==> src/rtl/param_root_iter.sv <==
// Iterative integer root: floor(y^(1/2^LEVELS)) built from LEVELS nested square roots.
// Each root is computed with the restoring digit-by-digit method, one bit per clock.
module param_root_iter #(
    parameter int unsigned LEVELS = 3
) (
    input  logic        clk,
    input  logic        rst_n,
    input  logic        i_valid,
    output logic        i_ready,
    input  logic [63:0] i_data,
    output logic        o_valid,
    input  logic        o_ready,
    output logic [31:0] o_data,
    output logic        o_exact
);

    if (LEVELS < 1 || LEVELS > 5) begin : gen_levels_check
        $error("param_root_iter: LEVELS must be in 1..5");
    end

    localparam logic [2:0] LastLevel = 3'(LEVELS - 1);

    typedef enum logic [1:0] {IDLE, CALC, DONE} state_t;

    state_t      state;
    logic [63:0] radicand;
    logic [33:0] rem;
    logic [31:0] root;
    logic [4:0]  bit_idx;
    logic [2:0]  level;
    logic        exact_acc;

    logic [1:0]  pair;
    logic [33:0] rem_sh;
    logic [33:0] trial;
    logic        take;
    logic [33:0] rem_nxt;
    logic [31:0] root_nxt;
    logic        exact_nxt;
    logic [4:0]  next_bits;

    always_comb begin
        pair      = radicand[{bit_idx, 1'b0} +: 2];
        rem_sh    = 34'({rem, pair});
        trial     = {root, 2'b01};
        take      = (rem_sh >= trial);
        rem_nxt   = take ? (rem_sh - trial) : rem_sh;
        root_nxt  = {root[30:0], take};
        exact_nxt = exact_acc & (rem_nxt == 34'd0);
        // Next level has half the width: (32 >> (level+1)) - 1 bit positions.
        next_bits = 5'd15 >> level;
    end

    assign i_ready = (state == IDLE);

    always_ff @(posedge clk or negedge rst_n) begin
        if (!rst_n) begin
            state     <= IDLE;
            radicand  <= '0;
            rem       <= '0;
            root      <= '0;
            bit_idx   <= '0;
            level     <= '0;
            exact_acc <= 1'b0;
            o_valid   <= 1'b0;
            o_data    <= '0;
            o_exact   <= 1'b0;
        end else begin
            unique case (state)
                IDLE: begin
                    if (i_valid) begin
                        radicand  <= i_data;
                        rem       <= '0;
                        root      <= '0;
                        bit_idx   <= 5'd31;
                        level     <= '0;
                        exact_acc <= 1'b1;
                        state     <= CALC;
                    end
                end
                CALC: begin
                    rem  <= rem_nxt;
                    root <= root_nxt;
                    if (bit_idx == 5'd0) begin
                        exact_acc <= exact_nxt;
                        if (level != LastLevel) begin
                            radicand <= {32'd0, root_nxt};
                            level    <= level + 3'd1;
                            rem      <= '0;
                            root     <= '0;
                            bit_idx  <= next_bits;
                        end else begin
                            o_data  <= root_nxt;
                            o_exact <= exact_nxt;
                            o_valid <= 1'b1;
                            state   <= DONE;
                        end
                    end else begin
                        bit_idx <= bit_idx - 5'd1;
                    end
                end
                DONE: begin
                    if (o_ready) begin
                        o_valid <= 1'b0;
                        state   <= IDLE;
                    end
                end
                default: state <= IDLE;
            endcase
        end
    end

endmodule

==> config.mk <==
export PLATFORM = sky130hd
export DESIGN_NAME = param_root_iter
export DESIGN_NICKNAME = d
export VERILOG_FILES = /design/src/rtl/param_root_iter.sv
export SDC_FILE = /design/constraint.sdc
export NUM_CORES = 1
export LEC_CHECK = 0
export ABC_CLOCK_PERIOD_IN_PS = 5480
export BUFFER_PORTS_ARGS = -buffer_cell sky130_fd_sc_hd__buf_4
export CAP_MARGIN = 20
export CORE_MARGIN = 8
export CORE_UTILIZATION = 45
export CTS_BUF_LIST = sky130_fd_sc_hd__clkbuf_2 sky130_fd_sc_hd__clkbuf_4 sky130_fd_sc_hd__clkbuf_8
export CTS_CLUSTER_SIZE = 24
export DETAILED_ROUTE_END_ITERATION = 12
export GPL_TIMING_DRIVEN = 0
export HOLD_SLACK_MARGIN = 0.15
export PLACE_DENSITY = 0.72
export REMOVE_ABC_BUFFERS = 1
export SLEW_MARGIN = 20
export SYNTH_ARGS = -nofsm -noshare
export SYNTH_HDL_FRONTEND = slang
export SYNTH_SLANG_ARGS = --single-unit
==> constraint.sdc <==
create_clock -name clk -period 5.48 [get_ports clk]
set_input_delay 0.274 -clock clk [delete_from_list [all_inputs] [get_ports clk]]
set_output_delay 0.274 -clock clk [all_outputs]
set_load 0.01 [all_outputs]
==> flow_metrics.tcl <==
set metrics [dict create \
    ys_ff_latch 173 \
    syn_inst 1148 \
    n_antenna_cell 0 \
    worst_pin_slew_ns 1.09 \
    final_common_cell "nand2_1" \
    place_hpwl_microns 21300 \
    crit_type "reg -> reg" \
    placed_cells 1470 \
    end_kind "flop" \
    vdd_drop_max_v 0.000267 \
    netlist_area_sq_um 10100 \
    ant_nets 0 \
    clock_skew_ns 0.0124 \
    clock-sinks 173 \
    antenna_found_initial 0 \
    worstPathMaxFanout 24 \
    start_kind "flop" \
    swShare 0.491 \
    fmax_ghz 0.189 \
    ys.warnings.count 0 \
    drive_gt1_frac 0.148 \
    setup_viol 0 \
    area_delta_synth_final_pct 23.0 \
    synth_flop_cell "dfrtp_1" \
    internal_power_mw 4.80 \
    core.rowCount 54 \
    crit_arrival_ns 5.67 \
    fin_cells 1575 \
    hold_ws_ns 0.364 \
    final_nets 1389 \
    slew_violations 0 \
    synth_edf_count 0 \
    io_buffer_count 102 \
    rsz0062_at_grt "no" \
    drtPass1Iterations 5 \
    grt_max_degree 97 \
    wl_met2_microns 14300 \
    fin_util 0.567 \
    required_ns 5.88 \
    clkTransAtPathRegs_ns 0.09 \
    grt_pass1_wl_microns 48000 \
    seq_area_frac_synth 0.429 \
    final_area_sq_um 12400 \
    drc 0 \
    pwr-share-clk 0.098 \
    async_flop_share 1.00 \
    leakage_nw 5.60 \
    synth_cell_types 83 \
    pwr-share-comb 0.656 \
    cts-buffers-inserted 17 \
    power_switching_mw 4.63 \
    maxCapViolCount 0 \
    clock_path_buffers 2 \
    clock_latency_ns 0.46 \
    wire_per_inst_microns 19.0 \
    htree_levels 4 \
    slew_headroom 0.276 \
    dr_total_vias 9129 \
    via_per_inst 5.80 \
    cts_root_buffer "clkbuf_8" \
    power-per-cell-area_nw_per_um2 760 \
    gp_congestion 0.920 \
    status "finished, final reports clean" \
    routed_wirelength_microns 30000 \
    drtIter0Drc 821 \
    met3_length_microns 1760 \
    tns_ns 0 \
    cts_tree "built" \
    grt_pass1_vias 8861 \
    hp-class "in -> async" \
    layout_common_cells "nand2_1, dfrtp_1, o21ai_0" \
    maxUsedRoutingLayer "met4" \
    fin_crit_ns 5.28 \
    syn_avg_cell_area_sq_um 8.78 \
    pwr-share-seq 0.247 \
    fp.dieH_microns 166 \
    fillCellCount 1825 \
    core_area_sq_um 21900 \
    fin_crit_sh 0.963 \
    place_area_sq_um 11200 \
    io_pins 103 \
    fp.dieW_microns 166 \
    die_area_sq_um 27400 \
    grt_overflow 0 \
    hold_viol 0 \
    grt_util_all_layers 0.212 \
    start_util 0.461 \
    wl_met1_microns 13100 \
]
[synth_stat cells (3+ instances only)]
cell type    n  area [sq um]
nand2b_1     6          37.5
nor4_1       9          56.3
o41ai_1      3          26.3
a22oi_1      8          60.1
inv_1       49           184
a21o_1      13          97.6
xor2_1      12           105
nand2_1    215           807
nor2_1      77           289
buf_6        5          56.3
and2_1       4          25.0
clkbuf_1    54           203
a311oi_2     3          45.0
buf_4        5          37.5
nand3_1     17          85.1
o31a_1       3          26.3
and3_1      10          62.6
xnor2_1     16           140
a22o_1      46           403
ha_1        39           488
nand4_1      8          50.1
nor2b_1     11          68.8
a21oi_1     51           255
or4_1        3          22.5
buf_2        6          30.0
o211ai_1     7          52.6
nor3_1      18          90.1
o21bai_1     5          37.5
mux2i_1     44           440
a211oi_1     3          22.5
o21ai_0    124           621
a31oi_1     41           257
dfrtp_1    173          4330
[kinds of logic (layout without fill, tap and decap cells)]
| logic type | Yosys count | after routing | synth area share |
|---|---|---|---|
| xor gates and xnor gates | 28 | 28 | 0.0243 |
| AOI/OAI and AO/OA | 344 | 345 | 0.225 |
| buffers and inverters | 122 | 268 | 0.0520 |
| and+or+nand+nor | 394 | 394 | 0.172 |
| muxes | 48 | 48 | 0.0485 |
| DFF | 173 | 173 | 0.429 |
| adders and majority gates | 39 | 39 | 0.0484 |
[critical path, stage by stage, from the launching register on]
cell      delay [ns]
dfrtp_4         0.51
buf_12          0.18
mux2i_1         0.17
a22oi_1         0.26
o211ai_1        0.21
o311ai_4        0.43
inv_2           0.16
ha_1            0.25
nor2b_1         0.12
o21ai_1         0.12
o21ai_4         0.28
a311oi_4        0.20
o221a_4         0.39
or4_1           0.54
o221a_1         0.15
or4b_1          0.51
or4_4           0.55
a21oi_2         0.15
[worst paths after layout]
path / start / to / slack, ns / depth (start not counted)
worst max-delay path: bit_idx[1] / exact_acc / 0.20 / 17
worst min-delay path: rst_n / bit_idx[0] / 0.36 / 2
worst max register to register: bit_idx[1] / exact_acc / 0.20 / 17
worst min register to register: root[31] / root[31] / 0.49 / 2
max in group asynchronous: rst_n / o_data[13] / 4.23 / 3
min in group clk: root[31] / root[31] / 0.49 / 2
[state kept, by name, summed over array words and instances, names as in the netlist]
signal	flops
state	2
level	3
o_data	32
bit_idx	5
root	32
o_exact	1
rem	32
radicand	64
exact_acc	1
o_valid	1
[cell type report]
cell class / instances / area, sq um / area share
Clock inverter: 9 / 109 / 0.00877
Timing Repair Buffer: 185 / 1750 / 0.141
Sequential cell: 173 / 4330 / 0.349
Tap cell: 280 / 350 / 0.0282
Clock buffer: 23 / 292 / 0.0235
Multi-Input combinational cell: 854 / 5380 / 0.434
Inverter: 51 / 194 / 0.0156
[through the flow]
stage | power [mW] | setup WS (ns)
final | 9.43 | 0.202
after CTS | 9.26 | 0.0398
after detailed placement | 8.20 | -0.357
after floorplan | 6.42 | -0.829
after global placement | 7.92 | -2.93
after global routing | 10.2 | 0.0199
[power groups by stage]
stage	clock network, mW	logic, mW	registers [mW]
final	0.920	6.19	2.33
after global routing	0.991	6.79	2.40
after CTS	0.941	5.99	2.33
after detailed placement	0	5.85	2.34
after global placement	0	5.55	2.36
after floorplan	0	4.15	2.26
[layer usage]
metal,GRT usage,vias up
li1,-,4355
met1,0.273,4429
met2,0.346,292
met3,0.0459,53
met4,0.0764,0
met5,0,-
[repair_timing]
action / in CTS / in global routing
resized for setup: 8 / 6
endpoints found under the setup margin: 2 / 2
hold buffers: 67 / 0
pin swaps: 1 / 2
endpoints found under the hold margin: 144 / 0
gates cloned: 0 / 1
buffers inserted: 1 / 4
Note: power is estimated with default switching activity, not from simulation.
